[config.mk]
export PLATFORM = sky130hd
export DESIGN_NAME = dma_desc_scheduler
export DESIGN_NICKNAME = d
export VERILOG_FILES = /design/src/rtl/dma_pkg.sv /design/src/rtl/dma_desc_fifo.sv /design/src/rtl/dma_desc_scheduler.sv
export SDC_FILE = /design/constraint.sdc
export NUM_CORES = 1
export LEC_CHECK = 0
export BUFFER_PORTS_ARGS = -buffer_cell sky130_fd_sc_hd__buf_2
export CAP_MARGIN = 10
export CORE_UTILIZATION = 45
export CTS_BUF_LIST = sky130_fd_sc_hd__clkbuf_4 sky130_fd_sc_hd__clkbuf_8 sky130_fd_sc_hd__clkbuf_16
export CTS_CLUSTER_SIZE = 24
export DETAILED_ROUTE_END_ITERATION = 8
export GPL_TIMING_DRIVEN = 1
export PLACE_DENSITY_LB_ADDON = 0.3
export SYNTH_ARGS = -nofsm -noshare
export SYNTH_HDL_FRONTEND = slang
export SYNTH_SLANG_ARGS = --single-unit
[constraint.sdc]
create_clock -name clk -period 6.9 [get_ports clk]
set_input_delay 0 -clock clk [delete_from_list [all_inputs] [get_ports clk]]
set_output_delay 0 -clock clk [all_outputs]
set_load 0.02 [all_outputs]
[src/rtl/dma_pkg.sv]
// -----------------------------------------------------------------------------
// dma_pkg
// Shared definitions for the DMA descriptor scheduler: FSM state encoding,
// descriptor field widths and a helper that computes the packed descriptor
// width for a given address width.
// -----------------------------------------------------------------------------
package dma_pkg;

    // Width of the byte-count field of a descriptor.
    localparam int SIZE_W     = 32;
    // Width of the completed-descriptor counter.
    localparam int DONE_CNT_W = 16;

    typedef enum logic [1:0] {
        ST_IDLE    = 2'd0,
        ST_ACTIVE  = 2'd1,
        ST_RELEASE = 2'd2
    } dma_state_e;

    // Packed descriptor layout is {src, dst, size}.
    function automatic int desc_width(input int addr_w);
        return (2 * addr_w) + SIZE_W;
    endfunction

endpackage

[src/rtl/dma_desc_fifo.sv]
// -----------------------------------------------------------------------------
// dma_desc_fifo
// Synchronous descriptor queue. Storage, pointers and count are all flops, so
// rd_data (the head entry) comes straight from registers with no path from the
// write side. Push while full and pop while empty are ignored.
//
// Ports:
//   clk, rst      clock, synchronous active-high reset
//   push, wr_data write request and entry
//   pop           remove head entry
//   rd_data       current head entry
//   count         number of stored entries (0..DEPTH)
//   full, empty   queue status
// -----------------------------------------------------------------------------
module dma_desc_fifo
    import dma_pkg::*;
#(
    parameter int DW    = 96,
    parameter int DEPTH = 4
) (
    input  logic                     clk,
    input  logic                     rst,
    input  logic                     push,
    input  logic [DW-1:0]            wr_data,
    input  logic                     pop,
    output logic [DW-1:0]            rd_data,
    output logic [$clog2(DEPTH):0]   count,
    output logic                     full,
    output logic                     empty
);

    localparam int PW = $clog2(DEPTH);
    localparam int CW = $clog2(DEPTH) + 1;

    logic [DW-1:0] mem_q [DEPTH];
    logic [DW-1:0] mem_d [DEPTH];
    logic [PW-1:0] wr_ptr_q, wr_ptr_d;
    logic [PW-1:0] rd_ptr_q, rd_ptr_d;
    logic [CW-1:0] count_q, count_d;
    logic          do_push_s, do_pop_s;

    assign full    = (count_q == CW'(DEPTH));
    assign empty   = (count_q == CW'(0));
    assign count   = count_q;
    assign rd_data = mem_q[rd_ptr_q];

    // Next-state for storage, pointers and occupancy.
    always_comb begin
        mem_d     = mem_q;
        wr_ptr_d  = wr_ptr_q;
        rd_ptr_d  = rd_ptr_q;
        count_d   = count_q;
        do_push_s = push && !full;
        do_pop_s  = pop && !empty;
        if (do_push_s) begin
            mem_d[wr_ptr_q] = wr_data;
            // DEPTH is a power of two, so the pointer wraps naturally.
            wr_ptr_d        = wr_ptr_q + PW'(1);
        end else begin
            wr_ptr_d = wr_ptr_q;
        end
        if (do_pop_s) begin
            rd_ptr_d = rd_ptr_q + PW'(1);
        end else begin
            rd_ptr_d = rd_ptr_q;
        end
        case ({do_push_s, do_pop_s})
            2'b10:   count_d = count_q + CW'(1);
            2'b01:   count_d = count_q - CW'(1);
            default: count_d = count_q;
        endcase
    end

    // Queue state registers.
    always_ff @(posedge clk) begin
        if (rst) begin
            for (int i = 0; i < DEPTH; i++) begin
                mem_q[i] <= '0;
            end
            wr_ptr_q <= PW'(0);
            rd_ptr_q <= PW'(0);
            count_q  <= CW'(0);
        end else begin
            mem_q    <= mem_d;
            wr_ptr_q <= wr_ptr_d;
            rd_ptr_q <= rd_ptr_d;
            count_q  <= count_d;
        end
    end

endmodule

[src/rtl/dma_desc_scheduler.sv]
// -----------------------------------------------------------------------------
// dma_desc_scheduler
// Queues DMA descriptors and hands them one at a time to a DMA engine.
// IDLE pops the queue head into the engine registers, ACTIVE holds dma_start
// high until the engine reports dma_done, RELEASE waits for dma_done to drop
// before another descriptor may be issued. A watchdog flags ACTIVE phases that
// last TIMEOUT cycles; zero-length descriptors are dropped and flagged.
//
// Ports:
//   clk, rst                         clock, synchronous active-high reset
//   desc_valid/desc_ready            descriptor handshake
//   desc_src/desc_dst/desc_size      descriptor fields
//   dma_start                        engine start/hold (registered)
//   src_addr/dst_addr/transfer_size  descriptor presented to the engine
//   dma_done, dma_error              engine status
//   busy                             a descriptor is in flight
//   fifo_count                       queued (not yet issued) descriptors
//   done_count                       completed descriptors, wraps
//   irq / irq_clear                  completion interrupt and its clear
//   err_sticky / err_clear           error latch and its clear
// -----------------------------------------------------------------------------
module dma_desc_scheduler
    import dma_pkg::*;
#(
    parameter int ADDR_WIDTH = 32,
    parameter int DEPTH      = 4,
    parameter int TIMEOUT    = 1024
) (
    input  logic                    clk,
    input  logic                    rst,
    input  logic                    desc_valid,
    output logic                    desc_ready,
    input  logic [ADDR_WIDTH-1:0]   desc_src,
    input  logic [ADDR_WIDTH-1:0]   desc_dst,
    input  logic [31:0]             desc_size,
    output logic                    dma_start,
    output logic [ADDR_WIDTH-1:0]   src_addr,
    output logic [ADDR_WIDTH-1:0]   dst_addr,
    output logic [31:0]             transfer_size,
    input  logic                    dma_done,
    input  logic                    dma_error,
    output logic                    busy,
    output logic [$clog2(DEPTH):0]  fifo_count,
    output logic [15:0]             done_count,
    output logic                    irq,
    input  logic                    irq_clear,
    output logic                    err_sticky,
    input  logic                    err_clear
);

    localparam int DW  = desc_width(ADDR_WIDTH);
    localparam int WDW = $clog2(TIMEOUT + 1);

    dma_state_e              state_q, state_d;
    logic [ADDR_WIDTH-1:0]   src_q, src_d;
    logic [ADDR_WIDTH-1:0]   dst_q, dst_d;
    logic [SIZE_W-1:0]       size_q, size_d;
    logic [WDW-1:0]          wdog_q, wdog_d;
    logic [DONE_CNT_W-1:0]   done_cnt_q, done_cnt_d;
    logic                    start_q, start_d;
    logic                    busy_q, busy_d;
    logic                    irq_q, irq_d;
    logic                    err_q, err_d;

    logic                    accept_s, zero_size_s, push_s, pop_s;
    logic                    irq_set_s, wdog_err_s, err_set_s;
    logic                    fifo_full_s, fifo_empty_s;
    logic [DW-1:0]           head_s;

    // Ready is a decode of the queue count only; no bypass when full.
    assign desc_ready  = !fifo_full_s;
    assign accept_s    = desc_valid && desc_ready;
    assign zero_size_s = (desc_size == 32'd0);
    assign push_s      = accept_s && !zero_size_s;

    dma_desc_fifo #(
        .DW    (DW),
        .DEPTH (DEPTH)
    ) u_fifo (
        .clk     (clk),
        .rst     (rst),
        .push    (push_s),
        .wr_data ({desc_src, desc_dst, desc_size}),
        .pop     (pop_s),
        .rd_data (head_s),
        .count   (fifo_count),
        .full    (fifo_full_s),
        .empty   (fifo_empty_s)
    );

    // FSM next state, descriptor capture, watchdog and completion count.
    always_comb begin
        state_d    = state_q;
        src_d      = src_q;
        dst_d      = dst_q;
        size_d     = size_q;
        wdog_d     = wdog_q;
        done_cnt_d = done_cnt_q;
        pop_s      = 1'b0;
        irq_set_s  = 1'b0;
        wdog_err_s = 1'b0;
        case (state_q)
            ST_IDLE: begin
                // dma_done is deliberately not looked at here.
                if (!fifo_empty_s) begin
                    pop_s                  = 1'b1;
                    {src_d, dst_d, size_d} = head_s;
                    wdog_d                 = WDW'(0);
                    state_d                = ST_ACTIVE;
                end else begin
                    state_d = ST_IDLE;
                end
            end
            ST_ACTIVE: begin
                if (dma_done) begin
                    state_d    = ST_RELEASE;
                    done_cnt_d = done_cnt_q + 16'd1;
                    irq_set_s  = 1'b1;
                end else begin
                    state_d = ST_ACTIVE;
                    // Watchdog saturates at TIMEOUT; the error fires once,
                    // on the cycle the count reaches the limit.
                    if (wdog_q == WDW'(TIMEOUT)) begin
                        wdog_d = wdog_q;
                    end else begin
                        wdog_d = wdog_q + WDW'(1);
                        if (wdog_q == WDW'(TIMEOUT - 1)) begin
                            wdog_err_s = 1'b1;
                        end else begin
                            wdog_err_s = 1'b0;
                        end
                    end
                end
            end
            ST_RELEASE: begin
                // Engine must drop dma_done before the next issue.
                if (!dma_done) begin
                    state_d = ST_IDLE;
                end else begin
                    state_d = ST_RELEASE;
                end
            end
            default: begin
                state_d = ST_IDLE;
            end
        endcase
    end

    // Status flags; a set event on the same edge as a clear wins.
    always_comb begin
        err_set_s = wdog_err_s
                  || (accept_s && zero_size_s)
                  || (dma_error && (state_q != ST_IDLE));
        if (irq_set_s) begin
            irq_d = 1'b1;
        end else if (irq_clear) begin
            irq_d = 1'b0;
        end else begin
            irq_d = irq_q;
        end
        if (err_set_s) begin
            err_d = 1'b1;
        end else if (err_clear) begin
            err_d = 1'b0;
        end else begin
            err_d = err_q;
        end
        // Decoding from the next state keeps these outputs registered
        // while still lining up with the state they describe.
        start_d = (state_d == ST_ACTIVE);
        busy_d  = (state_d != ST_IDLE);
    end

    // Scheduler state and output registers.
    always_ff @(posedge clk) begin
        if (rst) begin
            state_q    <= ST_IDLE;
            src_q      <= '0;
            dst_q      <= '0;
            size_q     <= 32'd0;
            wdog_q     <= WDW'(0);
            done_cnt_q <= 16'd0;
            start_q    <= 1'b0;
            busy_q     <= 1'b0;
            irq_q      <= 1'b0;
            err_q      <= 1'b0;
        end else begin
            state_q    <= state_d;
            src_q      <= src_d;
            dst_q      <= dst_d;
            size_q     <= size_d;
            wdog_q     <= wdog_d;
            done_cnt_q <= done_cnt_d;
            start_q    <= start_d;
            busy_q     <= busy_d;
            irq_q      <= irq_d;
            err_q      <= err_d;
        end
    end

    assign dma_start     = start_q;
    assign src_addr      = src_q;
    assign dst_addr      = dst_q;
    assign transfer_size = size_q;
    assign busy          = busy_q;
    assign done_count    = done_cnt_q;
    assign irq           = irq_q;
    assign err_sticky    = err_q;

endmodule

==> results of run 1 <==
[final cells by class]
type,count,area (um^2)
inverters,10,47.5
repair buffers,341,2270
multi-input cells,1421,10200
clock inverters,21,239
clock buffers,81,1710
flip-flops and latches,520,10400
fillers,4074,21200
diodes,1,2.50
well taps,607,759
[power groups by stage]
stage          logic, mW  registers, mW  clock network (mW)
6_report            2.00           3.50                3.11
5_1_grt             2.15           3.54                3.29
4_1_cts             2.02           3.50                3.17
3_5_place_dp        1.96           3.56                   0
3_3_place_gp        1.94           3.55                   0
2_1_floorplan       1.41           3.57                   0
[worst paths after layout]
| check | start | endpoint | slack, ns | depth (start not counted) |
|---|---|---|---|---|
| setup reg to reg | u_fifo.count[0] | u_fifo.mem_q[69] | 3.81 | 5 |
| hold / removal | rst | done_count[0] | 0.02 | 2 |
| hold reg to reg | dst_addr[23] | dst_addr[23] | 0.45 | 2 |
| setup / recovery | desc_size[28] | u_fifo.mem_q[69] | 3.38 | 7 |
[cell usage after synthesis, types with 2 or more instances]
cell                       instances
sky130_fd_sc_hd__xor2_1           12
sky130_fd_sc_hd__nor2_1           22
sky130_fd_sc_hd__buf_8            12
sky130_fd_sc_hd__dfxtp_1         520
sky130_fd_sc_hd__or3_1             6
sky130_fd_sc_hd__o211ai_2          4
sky130_fd_sc_hd__and2_1            3
sky130_fd_sc_hd__or4_1            11
sky130_fd_sc_hd__clkbuf_1         85
sky130_fd_sc_hd__ha_1              8
sky130_fd_sc_hd__nand2_1         685
sky130_fd_sc_hd__and3_1            4
sky130_fd_sc_hd__o31a_1            2
sky130_fd_sc_hd__nor3_1            3
sky130_fd_sc_hd__buf_4            21
sky130_fd_sc_hd__mux2i_1         385
sky130_fd_sc_hd__inv_1             8
sky130_fd_sc_hd__buf_1             3
sky130_fd_sc_hd__nand3_1           8
sky130_fd_sc_hd__xnor2_1           5
sky130_fd_sc_hd__nand4_1          11
sky130_fd_sc_hd__o21ai_0           9
sky130_fd_sc_hd__mux4_2           96
sky130_fd_sc_hd__nor4_1           12
sky130_fd_sc_hd__a21oi_1         112
sky130_fd_sc_hd__inv_2             2
sky130_fd_sc_hd__nand2b_1          2
sky130_fd_sc_hd__o31ai_1           7
sky130_fd_sc_hd__buf_6            12
sky130_fd_sc_hd__buf_2            24
[registers in the layout, indices dropped and copies added, names as in the netlist]
signal           count
u_fifo.mem_q       384
dst_addr            32
src_addr            32
transfer_size       32
done_count          16
wdog_q              11
u_fifo.count         3
state_q              2
u_fifo.rd_ptr_q      2
u_fifo.wr_ptr_q      2
busy                 1
dma_start            1
err_sticky           1
irq                  1
[stage by stage]
stage	std cells	instance area, um^2
finish	3002	25600
global route	3002	25600
CTS	3001	25600
detailed placement	2797	22700
global placement	2797	22700
floorplan	2109	21500
[metal layers]
metal  GRT usage (%)  routed length, um
met1            29.3              24400
met2            36.1              25500
met3            3.16               2450
met4            6.44               1020
met5               0                  0
[critical path, delay by kind of cell]
| family | cells | cell delay, ns |
|---|---|---|
| compound gates | 1 | 1.00 |
| buf+inv | 3 | 1.56 |
| mux | 1 | 0.28 |
| simple gates | 2 | 1.09 |
[cells by family after synthesis]
group	share of synthesized area, %
compound gates	3.55
xor+xnor	0.692
buf+inv	4.49
mux	28.0
fa+ha+maj	0.558
simple gates	14.3
flops	48.4
==> results.cfg, run 1 <==
[status]
outcome = finished with violations
failed_checks = DRC

[setup_path]
cpPeakStageDelay_ns = 1.00
max_fanout_on_critical_path = 49
critPathRequiredTime_ns = 7.40
endpoint_kind = register
critical-path-slowest-cell = sky130_fd_sc_hd__o211ai_4
crit_path_cell_trace = dlygate4sd3_1 > buf_2 > nor4_1 > nand4_1 > o211ai_4 > buf_4 > mux2i_1
setup.worst_path.start_class = input pin
critical_path_class = input pin to register
cp.arrival_ns = 4.02

[yosys]
synthDistinctLibCells = 45
mappedNetlistNets = 2221
number_of_flops_mapped_to_enable_cells_by_yosys = 0
synthArstFlopShare_pct = 0
synth-seq-cells = 520
synth.cell_area_um2 = 21500
synth.avg_cell_area_um2 = 10.2
yosys-top-cells-area = sky130_fd_sc_hd__dfxtp_1, sky130_fd_sc_hd__mux2i_1, sky130_fd_sc_hd__nand2_1
synth_area_leader_cell = sky130_fd_sc_hd__dfxtp_1
postSynthCellCount = 2109
share_of_yosys_cell_area_claimed_by_the_top_area_cell_type_pct = 48.4
synthesis.yosys.warnings = 0
synth-seq-area-share_pct = 48.4
synth_flop_cell = sky130_fd_sc_hd__dfxtp_1

[global_route]
number_of_global_route_vias_before_repair = 15900
pin_count_of_the_biggest_net_entering_global_routing = 169
grt_pass1_wl_mm = 84.2
track_usage_pct = 21.7
global_route.overflow_total = 0
number_of_antenna_violations_at_the_first_check_in_global_routing = 1

[power_and_ir_drop]
seq_power_share_pct = 40.6
switching_power_mw = 2.68
irDropWorstVdd_v = 0.000213
power.density_nw_per_um2 = 336
clk_pwr_share_pct = 36.1
power_switching_share_pct = 31.2
combinationalPowerShare_pct = 23.3
leakage_nw = 11.9
finalPower_mw = 8.61
cell_int_power_mw = 5.93

[clock_network]
ctsHoldBuffers = 102
cts.path.max_buffers = 3
post-cts-setup-buffer-count = 0
clockRootBuffer = sky130_fd_sc_hd__clkbuf_16
post_cts.resized_instances = 0
tritoncts = built
cts_buffers = 55
cts.sinks = 520
cts_htree_levels = 2
clk-insertion-delay-late_ns = 0.60
cts.reportedPaths.clkPinSlew_ns = 0.06

[timing]
grt_setup_unrepaired = false
clock.fmax_ghz = 0.284
layout_worst_path_cycle_share_pct = 50.9
finalHoldWorstSlack_ns = 0.0181
maxSlewViolCount = 0
setup_viol = 0
final_hold_viol_count = 0
totalNegativeSetupSlack_ns = 0
worst_slew_margin_rel_pct = 28.0
worst-slew-pin-transition_ns = 1.08
finalWorstPathRequiredPeriod_ns = 3.52
setup_ws_ns = 3.38
skew_ns = 0.0209

[route]
drtIter0Drc = 861
drc = 14
detailedRoute.firstPassIterationCount = 7
post_drt_wl_per_cell_um = 17.8
drt.antenna.violating_nets = 0
routed_via_density = 5.32
vias = 16000
drt-total-wl_mm = 53.4

[final_layout]
nNetsFinal = 2461
layout.cells.most_common = sky130_fd_sc_hd__nand2_1
most-common-layout-cells = sky130_fd_sc_hd__nand2_1, sky130_fd_sc_hd__dfxtp_1, sky130_fd_sc_hd__mux2i_1
final_core_util_pct = 54.7
layout-drive-gt1-share_pct = 18.7
area.growth.synth_to_final_pct = 19.1

[floorplanning]
floorplan.die.height_um = 221
top_level_ports = 223
core_area_um2 = 46900
dieWidth_um = 221
fp-row-count = 79
die-area_um2 = 48700
floorplan.initialDensity_pct = 45.9

[place]
gp_congestion = 0.797
io_buffer_count = 222
detailed_place_hpwl_mm = 31.3
dpl_worst_slack_ns = 3.37

[worst_hold_path]
worstHoldPathType = input pin to register

[run]
max_cap_violations = 0
No activity file was read; power rests on OpenSTA's default activity.
==> inputs of run 2 (changes only) <==
==> constraint.sdc (replaced) <==
create_clock -name clk -period 2.9 [get_ports clk]
set_input_delay 0 -clock clk [delete_from_list [all_inputs] [get_ports clk]]
set_output_delay 0 -clock clk [all_outputs]
set_load 0.02 [all_outputs]
==> results.cfg, run 2 (synthesis gave the netlist of run 1 again) <==
[floorplanning]
dieWidth_um = 221
die-area_um2 = 48700
fp-row-count = 79
floorplan.die.height_um = 221
core_area_um2 = 46900
top_level_ports = 223
floorplan.initialDensity_pct = 45.9

[clock_network]
clockRootBuffer = sky130_fd_sc_hd__clkbuf_16
cts_htree_levels = 2
cts_buffers = 54
cts.sinks = 520
cts.path.max_buffers = 3
post_cts.resized_instances = 0
tritoncts = built
clk-insertion-delay-late_ns = 0.59
cts.reportedPaths.clkPinSlew_ns = 0.06

[status]
outcome = finished with violations
failed_checks = DRC

[setup_path]
critPathRequiredTime_ns = 3.42
endpoint_kind = register
cp.arrival_ns = 2.96
critical_path_class = input pin to register
rr_worst_depth = 5
cpPeakStageDelay_ns = 0.56
max_fanout_on_critical_path = 6
setup.worst_path.start_class = input pin
r2r-end = err_sticky
critical-path-slowest-cell = sky130_fd_sc_hd__dlygate4sd3_1
ff_to_ff_start = state_q[0]
cp_dominant_cell_by_count = sky130_fd_sc_hd__dlygate4sd3_1
reg2reg_setup_slack_ns = 0.54
crit_path_cell_trace = dlygate4sd3_1 > buf_2 > nor4_1 > nand4_1 > buf_4 > nor3_1 > o31a_1 > dlygate4sd3_1

[place]
placed_cell_area_um2 = 23000
io_buffer_count = 222
placed_cells_incl_taps = 2816
gp_congestion = 0.784
detailed_place_hpwl_mm = 31.5
dpl_worst_slack_ns = 0.591

[power_and_ir_drop]
clk_pwr_share_pct = 34.7
seq_power_share_pct = 40.6
finalPower_mw = 20.5
switching_power_mw = 6.34
cell_int_power_mw = 14.1
irDropWorstVdd_v = 0.000833
power.density_nw_per_um2 = 790
leakage_nw = 12.1
combinationalPowerShare_pct = 24.7
power_switching_share_pct = 30.9

[timing]
totalNegativeSetupSlack_ns = 0
skew_ns = 0.0209
clock.fmax_ghz = 0.411
worst_slew_margin_rel_pct = 33.6
grt_setup_unrepaired = false
setup_viol = 0
final_hold_viol_count = 0
setup_ws_ns = 0.467
finalWorstPathRequiredPeriod_ns = 2.43
maxSlewViolCount = 0
layout_worst_path_cycle_share_pct = 83.9
worst-slew-pin-transition_ns = 0.997
finalHoldWorstSlack_ns = 0.287

[global_route]
grt_pass1_wl_mm = 82.9
grt_use_met1_pct = 27.7
top_usage_layer = met2
track_usage_pct = 21.4
global_route.overflow_total = 0
grt_use_met2_pct = 36.1
number_of_antenna_violations_at_the_first_check_in_global_routing = 2
gr-usage-met3_pct = 3.53
pin_count_of_the_biggest_net_entering_global_routing = 203
number_of_global_route_vias_before_repair = 15800

[route]
routed_via_density = 5.31
drt-total-wl_mm = 53.0
drtIter0Drc = 881
detailedRoute.firstPassIterationCount = 7
drt.antenna.violating_nets = 0
post_drt_wl_per_cell_um = 17.6
vias = 16000
drc = 14

[final_layout]
final_core_util_pct = 55.4
antennaDiodeCount = 0
largest_reg_flops = 384
registers.top_by_ff_count = u_fifo.mem_q
nNetsFinal = 2481
layout-drive-gt1-share_pct = 19.0
area.growth.synth_to_final_pct = 20.5
most-common-layout-cells = sky130_fd_sc_hd__nand2_1, sky130_fd_sc_hd__dfxtp_1, sky130_fd_sc_hd__mux2i_1
final_cell_count_no_fill = 3013
postLayoutCellArea_um2 = 25900
layout.cells.most_common = sky130_fd_sc_hd__nand2_1

[worst_hold_path]
min_path_cells = 4
hold_end = u_fifo.mem_q[129]
worstHoldStart = desc_dst[1]
worstHoldPathType = input pin to register

[run]
max_cap_violations = 0
run 2: worst max-delay path by stage:
| stage | from | end | slack [ns] | cells past startpoint |
|---|---|---|---|---|
| global placement | desc_size[12] | u_fifo.count[2] | 0.60 | 10 |
| floorplan | u_fifo.count[0] | u_fifo.count[2] | 0.36 | 10 |
| global route | u_fifo.count[0] | u_fifo.count[2] | 0.41 | 9 |
| finish | desc_size[12] | err_sticky | 0.47 | 8 |
| detailed placement | u_fifo.count[0] | u_fifo.count[2] | 0.59 | 9 |
| CTS | u_fifo.count[0] | u_fifo.count[2] | 0.57 | 9 |
run 2: worst max-delay path: cells and delay by family:
| family | cells | cell delay [ns] |
|---|---|---|
| buffers and inverters | 4 | 1.51 |
| AOI/OAI and AO/OA | 1 | 0.20 |
| and+or+nand+nor | 3 | 1.25 |
run 2: routing by layer:
layer / routed length [um] / vias up / part of all wire (%)
met3: 2760 / 78 / 5.2
met1: 23400 / 7842 / 44
met5: 13 / - / 0.025
met4: 1230 / 2 / 2.3
met2: 25600 / 350 / 48
li1: - / 7725 / -
run 2: cell type report:
class	instances	area, um^2
sequential	520	10400
timing repair buffer	362	2660
clock inverter	11	133
inverter	10	47.5
fill	4054	20900
multi-input combinational	1421	10200
tap	607	759
clock buffer	82	1730
run 2: power groups by stage:
stage	registers (mW)	logic, mW	clock network [mW]
after floorplan	8.49	3.34	0
after global placement	8.43	4.89	0
after detailed placement	8.47	4.97	0
after CTS	8.32	5.09	7.27
after global routing	8.41	5.42	7.56
final	8.32	5.06	7.11
run 2: what timing repair did:
| action | 4_1_cts | 5_1_grt |
|---|---|---|
| setup endpoints to repair | 0 | 0 |
| endpoints found under the hold margin | 422 | 0 |
| buffers inserted | 0 | 0 |
| hold buffers | 104 | 0 |
